`src/rtl/iter_div_if.sv`:
```
// iter_div_if: request/response bundle for the iterative divider.
//   master (requester): drives start, is_signed, dividend, divisor, flush;
//                       observes busy, done, div_result.
//   slave  (divider)  : the reverse.
// div_result packs {remainder, quotient}, each WIDTH bits.
interface iter_div_if #(
  parameter int WIDTH = 32
);
  logic               start;
  logic               is_signed;
  logic [WIDTH-1:0]   dividend;
  logic [WIDTH-1:0]   divisor;
  logic               flush;
  logic               busy;
  logic               done;
  logic [2*WIDTH-1:0] div_result;

  modport master (
    output start, is_signed, dividend, divisor, flush,
    input  busy, done, div_result
  );

  modport slave (
    input  start, is_signed, dividend, divisor, flush,
    output busy, done, div_result
  );
endinterface

```
`src/rtl/iter_div.sv`:
```
// iter_div: multi-cycle radix-2 restoring divider (signed/unsigned, RISC-V
// corner cases). Start in cycle 0 -> busy in cycles 1..WIDTH+1, one-cycle done
// pulse with the new {remainder, quotient} in cycle WIDTH+2. Divide-by-zero and
// signed overflow finish in the cycle after start without raising busy.
// Ports:
//   clk   - rising-edge clock
//   rstn  - asynchronous active-low reset
//   io    - iter_div_if.slave (start/is_signed/dividend/divisor/flush in,
//           busy/done/div_result out)
module iter_div #(
  parameter int WIDTH = 32,
  parameter int CNT_W = $clog2(WIDTH+1)
) (
  input  logic      clk,
  input  logic      rstn,
  iter_div_if.slave io
);

  localparam logic [WIDTH-1:0] MIN  = {1'b1, {(WIDTH-1){1'b0}}};
  localparam logic [WIDTH-1:0] ALL1 = '1;

  typedef enum logic [1:0] {IDLE, RUN, FIX} state_t;

  state_t             state_q, state_d;
  logic [CNT_W-1:0]   cnt_q, cnt_d;
  logic [WIDTH-1:0]   rem_q, rem_d;   // settled remainder, always < |divisor|
  logic [WIDTH-1:0]   quo_q, quo_d;   // dividend shifts out, quotient shifts in
  logic [WIDTH-1:0]   dvs_q, dvs_d;   // |divisor|
  logic               qneg_q, qneg_d;
  logic               rneg_q, rneg_d;
  logic               done_q, done_d;
  logic [2*WIDTH-1:0] res_q, res_d;

  // Operand decode in IDLE
  logic             a_neg, b_neg, div0, ovf, accept;
  logic [WIDTH-1:0] a_abs, b_abs;

  // One restoring step: the shifted partial remainder is WIDTH+1 bits so the
  // trial subtract cannot overflow; its MSB is the borrow.
  logic [WIDTH:0]   shifted, trial;
  logic [WIDTH-1:0] fix_quo, fix_rem;

  always_comb begin
    a_neg   = io.is_signed & io.dividend[WIDTH-1];
    b_neg   = io.is_signed & io.divisor[WIDTH-1];
    // |MIN| only reaches here when not overflowing; the wrapped value is the
    // correct unsigned magnitude.
    a_abs   = a_neg ? -io.dividend : io.dividend;
    b_abs   = b_neg ? -io.divisor  : io.divisor;
    div0    = (io.divisor == '0);
    ovf     = io.is_signed && (io.dividend == MIN) && (io.divisor == ALL1);
    accept  = io.start && !io.flush;
    shifted = {rem_q, quo_q[WIDTH-1]};
    trial   = shifted - {1'b0, dvs_q};
    fix_quo = qneg_q ? -quo_q : quo_q;
    fix_rem = rneg_q ? -rem_q : rem_q;
  end

  // State register
  always_ff @(posedge clk or negedge rstn) begin
    if (!rstn) begin
      state_q <= IDLE;
      cnt_q   <= '0;
      rem_q   <= '0;
      quo_q   <= '0;
      dvs_q   <= '0;
      qneg_q  <= 1'b0;
      rneg_q  <= 1'b0;
      done_q  <= 1'b0;
      res_q   <= '0;
    end else begin
      state_q <= state_d;
      cnt_q   <= cnt_d;
      rem_q   <= rem_d;
      quo_q   <= quo_d;
      dvs_q   <= dvs_d;
      qneg_q  <= qneg_d;
      rneg_q  <= rneg_d;
      done_q  <= done_d;
      res_q   <= res_d;
    end
  end

  // Next state
  always_comb begin
    state_d = state_q;
    unique case (state_q)
      IDLE: if (accept && !div0 && !ovf) state_d = RUN;
      RUN: begin
        if (io.flush)                  state_d = IDLE;
        else if (cnt_q == CNT_W'(1))   state_d = FIX;
      end
      FIX:     state_d = IDLE;   // flush or complete, both leave FIX
      default: state_d = IDLE;
    endcase
  end

  // Datapath / outputs
  always_comb begin
    cnt_d  = cnt_q;
    rem_d  = rem_q;
    quo_d  = quo_q;
    dvs_d  = dvs_q;
    qneg_d = qneg_q;
    rneg_d = rneg_q;
    done_d = 1'b0;
    res_d  = res_q;
    unique case (state_q)
      IDLE: begin
        if (accept) begin
          if (div0) begin
            res_d  = {io.dividend, ALL1};
            done_d = 1'b1;
          end else if (ovf) begin
            res_d  = {{WIDTH{1'b0}}, MIN};
            done_d = 1'b1;
          end else begin
            cnt_d  = CNT_W'(WIDTH);
            rem_d  = '0;
            quo_d  = a_abs;
            dvs_d  = b_abs;
            qneg_d = a_neg ^ b_neg;
            rneg_d = a_neg;
          end
        end
      end
      RUN: begin
        if (!io.flush) begin
          cnt_d = cnt_q - CNT_W'(1);
          if (!trial[WIDTH]) begin
            rem_d = trial[WIDTH-1:0];
            quo_d = {quo_q[WIDTH-2:0], 1'b1};
          end else begin
            rem_d = shifted[WIDTH-1:0];
            quo_d = {quo_q[WIDTH-2:0], 1'b0};
          end
        end
      end
      FIX: begin
        if (!io.flush) begin
          res_d  = {fix_rem, fix_quo};
          done_d = 1'b1;
        end
      end
      default: ;
    endcase
  end

  always_comb begin
    io.busy       = (state_q != IDLE);
    io.done       = done_q;
    io.div_result = res_q;
  end

endmodule

```
`src/flat_wrapper.sv`:
```
// flat-port wrapper written by rule: the top's interface ports become plain ports
module iter_div_flat 
#(
  parameter int WIDTH = 32,
  parameter int CNT_W = $clog2(WIDTH+1)
)
  (clk, rstn, io_start, io_is_signed, io_dividend, io_divisor, io_flush, io_busy, io_done, io_div_result);
  iter_div_if #(.WIDTH(WIDTH)) io_i ();
  input  logic clk;
  input  logic rstn;
  input wire logic [$bits(io_i.start)-1:0] io_start;
  input wire logic [$bits(io_i.is_signed)-1:0] io_is_signed;
  input wire logic [$bits(io_i.dividend)-1:0] io_dividend;
  input wire logic [$bits(io_i.divisor)-1:0] io_divisor;
  input wire logic [$bits(io_i.flush)-1:0] io_flush;
  output wire logic [$bits(io_i.busy)-1:0] io_busy;
  output wire logic [$bits(io_i.done)-1:0] io_done;
  output wire logic [$bits(io_i.div_result)-1:0] io_div_result;
  assign io_i.start = io_start;
  assign io_i.is_signed = io_is_signed;
  assign io_i.dividend = io_dividend;
  assign io_i.divisor = io_divisor;
  assign io_i.flush = io_flush;
  assign io_busy = io_i.busy;
  assign io_done = io_i.done;
  assign io_div_result = io_i.div_result;
  iter_div #(.WIDTH(WIDTH), .CNT_W(CNT_W)) u_core (.clk(clk), .rstn(rstn), .io(io_i));
endmodule
```
`config.mk`:
```
export PLATFORM = sky130hd
export DESIGN_NAME = iter_div_flat
export DESIGN_NICKNAME = d
export VERILOG_FILES = /design/src/rtl/iter_div_if.sv /design/src/rtl/iter_div.sv /design/src/flat_wrapper.sv
export SDC_FILE = /design/constraint.sdc
export NUM_CORES = 1
export LEC_CHECK = 0
export BUFFER_PORTS_ARGS = -buffer_cell sky130_fd_sc_hd__buf_2
export CAP_MARGIN = 20
export CORE_ASPECT_RATIO = 1.2
export CORE_MARGIN = 5
export CORE_UTILIZATION = 60
export DETAILED_ROUTE_END_ITERATION = 16
export GPL_ROUTABILITY_DRIVEN = 0
export PLACE_DENSITY_LB_ADDON = 0.1
export SLEW_MARGIN = 20
export SYNTH_ARGS = -nofsm -noshare
export SYNTH_HDL_FRONTEND = slang
export SYNTH_SLANG_ARGS = --single-unit
```
`constraint.sdc`:
```
create_clock -name clk -period 7.2 [get_ports clk]
set_input_delay 0.36 -clock clk [delete_from_list [all_inputs] [get_ports clk]]
set_output_delay 0.36 -clock clk [all_outputs]
set_load 0.02 [all_outputs]
```
==> impl_metrics.ini, run 1 <==
[run_status]
status = complete, no violations

[floorplan]
rows = 56
die_area_um2 = 22730
start_util_pct = 60.78
dieHeight_um = 164.2
core_um2 = 19550
die_x_um = 138.5
pin_count = 135

[cts]
clock_latency_ps = 430
post-cts-setup-buffer-count = 0
clock_path_buffers = 2
cts_sinks = 171
holdBufCountCts = 0
cts_made_buffers = 17
htreeDepth = 4
cts-root-buf = clkbuf_16
cts.repair.resized = 0
cts_tree = yes
clkTransAtPathRegs_ps = 70

[detailed_routing]
route.vias.total = 10530
drt-vias-per-instance = 5.937
dr.first_iter.drc_count = 579
wirelength_mm = 29.73
dr.pass1.iters = 4
drc = 0
antenna_left = 0
wl_per_cell_um = 16.76

[logic_synthesis]
ys_ff_latch = 171
synth_compound_area_share_pct = 23.55
yosys_warnings = 0
synth_flop_cell = dfrtp_1
synthSimpleGateAreaFrac_pct = 18.04
async_reset_ff_share_pct = 100.0
yosysSeqAreaShare_pct = 36.01
synth_mux_area_share_pct = 2.611
synth-edff-count = 0
synth_cell_types = 80
syn-num-nets = 1522
synth_fa_ha_area_share_pct = 4.275
synthXorXnorAreaFrac_pct = 10.92
synthCells = 1413
synth_top_family_by_area = compound AO/OA/AOI/OAI gates
syn_area_per_cell_um2 = 8.410
synth_area_um2 = 11880

[setup_path]
r2r_slack_ps = 3330
r2r-end = u_core.rem_q[10]
worstPathRequired_ps = 7470
critical_path_arrival_ps = 4140
start_kind = flip-flop
r2r-start = u_core.quo_q[31]
endpoint_kind = flip-flop
cp_max_fo = 36
worstSetupPathType = flip-flop to flip-flop
ff2ff_path_depth = 13

[finish]
layout_common_cells = o21ai_0 (184), nand2_1 (177), dfrtp_1 (171)
drive_above_1_share_pct = 14.67
antenna-diode-count = 0
layout.cells.most_common = o21ai_0
nNetsFinal = 1611
fin_util_pct = 67.77
syn2layout_area_growth_pct = 11.49

[power]
pwr-share-clk_pct = 30.9
ir_drop_mv = 0.1823
p_switching_mw = 0.9782
internal_power_mw = 1.900
netSwitchingFraction_pct = 33.99
power_frac_comb_pct = 26.9
p_seq_share_pct = 42.1
p_leak_nw = 5.862
power.density_nw_per_um2 = 217.2

[timing]
period_needed_ps = 3869
setup_viol = 0
maxSlewHeadroom_pct = 32.29
slew_viol_final = 0
clock_skew_ps = 11.80
tightest_slew_ps = 1016
fin_tns_setup_ps = 0
hold_viol_final = 0
period_share_pct = 53.74
rsz0062_at_grt = no
fmax_ghz = 0.2585

[grt]
globalRoute.totalOverflow = 0
grt_max_degree = 113
grtUsageTotal_pct = 26.45
grt_pass1_vias = 9947
grt_pass1_wl_mm = 49.67
antenna_found_initial = 0

[placement]
io_buffers = 134
hpwl_mm = 22.69

[flow_run]
cap_viol_max_count = 0

[hold_path]
hold_class = input pin to asynchronous set/reset pin
[sequential cells by signal (all words and copies together) (netlist names)]
| signal | flops |
|---|---|
| u_core.io.div_result | 64 |
| u_core.quo_q | 32 |
| u_core.state_q | 2 |
| u_core.io.done | 1 |
| u_core.dvs_q | 32 |
| u_core.rem_q | 32 |
| u_core.cnt_q | 6 |
| u_core.qneg_q | 1 |
| u_core.rneg_q | 1 |
[logic make-up after synthesis]
group / count (synthesis)
AO/OA/AOI/OAI: 445
AND/OR/NAND/NOR: 448
buffers and inverters: 132
multiplexers: 31
flip-flops: 171
XOR/XNOR: 146
adder cells (fa/ha/maj): 40
[stage by stage]
step	std cells	cell area (µm²)	worst slack, ps	hold slack, ps	power [mW]
2_1_floorplan	1413	11880	4224	64.41	1.771
3_3_place_gp	1744	12680	3438	456.7	1.977
3_5_place_dp	1744	12680	3321	464.9	2.000
4_1_cts	1774	13240	3290	109.7	2.888
5_1_grt	1774	13250	3139	130.2	3.048
6_report	1774	13250	3331	47.54	2.878
[worst max-delay path, cell delays in order, from the launching register on]
cell and delay [ps]:
dfrtp_1 390, inv_1 200, ha_1 230, fa_1 220, nor2b_1 90, o31ai_2 390
a211oi_1 190, a211oi_2 530, a211oi_2 180, o21ai_2 260, xnor2_4 130, buf_4 460
mux2i_1 300, o21ai_0 120
[cell usage after synthesis, types with 9 or more instances]
cell type | count | area, µm²
o21ai_0 | 185 | 925.9
nand2_1 | 177 | 664.4
dfrtp_1 | 171 | 4279
nor2_1 | 126 | 473.0
xnor2_1 | 96 | 840.8
a21oi_1 | 79 | 395.4
inv_1 | 55 | 206.5
clkbuf_1 | 52 | 195.2
xor2_1 | 49 | 429.2
ha_1 | 39 | 488.0
o31ai_1 | 33 | 247.7
mux2i_1 | 31 | 310.3
or4_1 | 19 | 142.6
a221oi_1 | 18 | 157.7
a21o_1 | 16 | 120.1
nor4_1 | 16 | 100.1
nand3_1 | 15 | 75.07
nand4_1 | 15 | 93.84
a31oi_1 | 14 | 87.58
nand2b_1 | 14 | 87.58
o41ai_1 | 14 | 122.6
o21ai_1 | 13 | 65.06
buf_2 | 12 | 60.06
nor3_1 | 11 | 55.05
or3_1 | 11 | 68.82
a22oi_1 | 9 | 67.56
[layout make-up]
| class | count | area (µm²) |
|---|---|---|
| clock inverter | 11 | 113.9 |
| clock buffer | 19 | 452.9 |
| inverter | 56 | 210.2 |
| tap | 261 | 326.6 |
| sequential | 171 | 4279 |
| multi-input combinational | 1110 | 7096 |
| fill | 1636 | 6301 |
| timing repair buffer | 146 | 769.5 |
[how the worst max path moves through the flow]
stage / start / end / slack (ps) / depth (start not counted)
6_report: u_core.quo_q[31] / u_core.rem_q[10] / 3330 / 13
5_1_grt: u_core.quo_q[31] / u_core.rem_q[10] / 3140 / 13
4_1_cts: u_core.quo_q[31] / u_core.rem_q[10] / 3290 / 13
3_5_place_dp: io_divisor[4] / u_core.quo_q[16] / 3320 / 10
3_3_place_gp: io_dividend[27] / u_core.quo_q[20] / 3440 / 10
2_1_floorplan: u_core.quo_q[31] / u_core.rem_q[30] / 4220 / 13
[power groups by stage]
| stage | combinational (mW) | clock, mW | sequential, mW |
|---|---|---|---|
| 2_1_floorplan | 0.553 | 0 | 1.22 |
| 3_3_place_gp | 0.753 | 0 | 1.22 |
| 3_5_place_dp | 0.772 | 0 | 1.23 |
| 4_1_cts | 0.777 | 0.901 | 1.21 |
| 5_1_grt | 0.874 | 0.944 | 1.23 |
| 6_report | 0.775 | 0.891 | 1.21 |
[per-layer routing]
metal | up-vias | GRT usage, % | wire length, µm
met2 | 301 | 46.25 | 14620
met1 | 4940 | 33.90 | 12720
met5 | - | 0 | 0
met4 | 0 | 9.254 | 863
li1 | 5241 | - | -
met3 | 50 | 3.582 | 1532
Power figures use the tool's default switching activity.
==> inputs of run 2 (changes only) <==
Settings changed: CORE_UTILIZATION 60 to 54.
Clock period 7.2 ns to 3.5 ns, I/O delays scaled along.
==> impl_metrics.ini, run 2 (synthesis results as in run 1) <==
[floorplan]
core_um2 = 21700
pin_count = 135
die_area_um2 = 25080
die_x_um = 145.4
start_util_pct = 54.75
rows = 59
dieHeight_um = 172.5

[setup_path]
critical_path_arrival_ps = 3640
worstPathRequired_ps = 3810
worstSetupPathType = flip-flop to flip-flop
endpoint_kind = flip-flop
cp_max_fo = 36
start_kind = flip-flop

[grt]
grt_pass1_vias = 10050
grt_pass1_wl_mm = 51.74
grt_max_degree = 96
globalRoute.totalOverflow = 0
antenna_found_initial = 0
grtUsageTotal_pct = 24.83

[detailed_routing]
dr.pass1.iters = 5
drt-vias-per-instance = 5.830
drc = 0
wl_per_cell_um = 17.43
antenna_left = 0
wirelength_mm = 31.53
route.vias.total = 10550
dr.first_iter.drc_count = 650

[cts]
cts-root-buf = clkbuf_16
cts.repair.resized = 0
cts_made_buffers = 17
cts_sinks = 171
htreeDepth = 4
cts_tree = yes
clock_path_buffers = 2
clock_latency_ps = 430
clkTransAtPathRegs_ps = 60

[finish]
layout.cells.most_common = o21ai_0
layout.cells.non_filler = 1809
largest_register_ffs = 64
multi_input_area_um2 = 7093
layout_common_cells = o21ai_0 (184), nand2_1 (177), dfrtp_1 (171)
drive_above_1_share_pct = 15.66
fin_util_pct = 62.10
seq_area_um2 = 4279
nFillCells = 1947
syn2layout_area_growth_pct = 13.41
nNetsFinal = 1629

[timing]
fin_ws_ps = 170.3
period_needed_ps = 3330
clock_skew_ps = 8.793
maxSlewHeadroom_pct = 32.62
fin_tns_setup_ps = 0
rsz0062_at_grt = yes
setup_viol = 0
fmax_ghz = 0.3003
tightest_slew_ps = 1011
slew_viol_final = 0
period_share_pct = 95.13
hold_viol_final = 0

[power]
power.density_nw_per_um2 = 445.1
p_leak_nw = 5.984
p_switching_mw = 2.053
power_frac_comb_pct = 27.5
pwr-share-clk_pct = 31.2
netSwitchingFraction_pct = 34.23
p_seq_share_pct = 41.3
internal_power_mw = 3.945
ir_drop_mv = 0.3542

[placement]
io_buffers = 134
pre_cts_slack_ps = 201.6
placed_cells = 1774
hpwl_mm = 23.90

[hold_path]
hold_class = input pin to flip-flop

[run_status]
status = complete, no violations

[flow_run]
cap_viol_max_count = 0
==> run 2: cell count changes in the layout (fill, tap and decap cells not counted) <==
cell / delta
buf_12: +5
buf_4: +12
buf_6: +1
clkinv_2: +2
diode_2: +2
dlygate4sd3_1: +1
inv_8: -1
nand2b_1: +1
nand2b_2: -1
==> run 2: critical path, stage by stage, from the launching register on <==
cell and delay [ps]:
dfrtp_1 390, inv_1 100, ha_1 200, fa_1 210, nor2b_1 80, o31ai_2 370
a211oi_1 200, a211oi_2 490, a211oi_2 160, o21ai_2 250, xnor2_4 150, buf_12 270
mux2i_1 240, o21ai_0 90
==> run 2: cell type report <==
type	count	share of cell area, %
Clock inverter	12	0.8356
Clock buffer	20	3.463
Sequential cell	171	31.75
Timing Repair Buffer	164	7.177
Inverter	56	1.560
Tap cell	274	2.544
Multi-Input combinational cell	1110	52.63
Antenna cell	2	0.03714
==> run 2: layer usage <==
metal,vias to the layer above,track usage [%],wire length (µm)
li1,5265,-,-
met1,4977,32.09,13730
met2,272,43.83,15810
met3,32,3.211,1474
met4,0,6.649,515
met5,-,0,0
==> run 2: path summary, 6_finish.rpt <==
kind	endpoint	slack, ps	from	depth (start not counted)
worst max-delay path	u_core.rem_q[12]	170	u_core.quo_q[31]	13
worst min-delay path	u_core.dvs_q[1]	30	io_divisor[1]	3
worst max register to register	u_core.rem_q[12]	170	u_core.quo_q[31]	13
worst min register to register	u_core.io.div_result[21]	470	u_core.io.div_result[21]	2
max in group asynchronous	u_core.io.div_result[51]	2190	rstn	3
min in group asynchronous	u_core.io.div_result[5]	340	rstn	2
==> run 2: power groups by stage <==
| stage | registers (mW) | logic (mW) | clock network, mW |
|---|---|---|---|
| floorplan | 2.51 | 1.14 | 0 |
| global placement | 2.50 | 1.61 | 0 |
| detailed placement | 2.51 | 1.64 | 0 |
| CTS | 2.48 | 1.65 | 1.90 |
| global route | 2.52 | 1.84 | 1.98 |
| finish | 2.48 | 1.65 | 1.87 |
==> run 2: repair_timing <==
| item | CTS | global route |
|---|---|---|
| setup endpoints to repair | 0 | 1 |
| hold endpoints to repair | 76 | 0 |
| buffers inserted | 0 | 0 |
| hold buffers | 1 | 0 |
==> run 2: per-stage QoR <==
stage	hold slack, ps	power, mW	cell area (µm²)
2_1_floorplan	-120.6	3.643	11880
3_3_place_gp	243.4	4.117	12880
3_5_place_dp	244.7	4.151	12880
4_1_cts	16.46	6.026	13470
5_1_grt	30.57	6.339	13470
6_report	25.98	5.999	13480
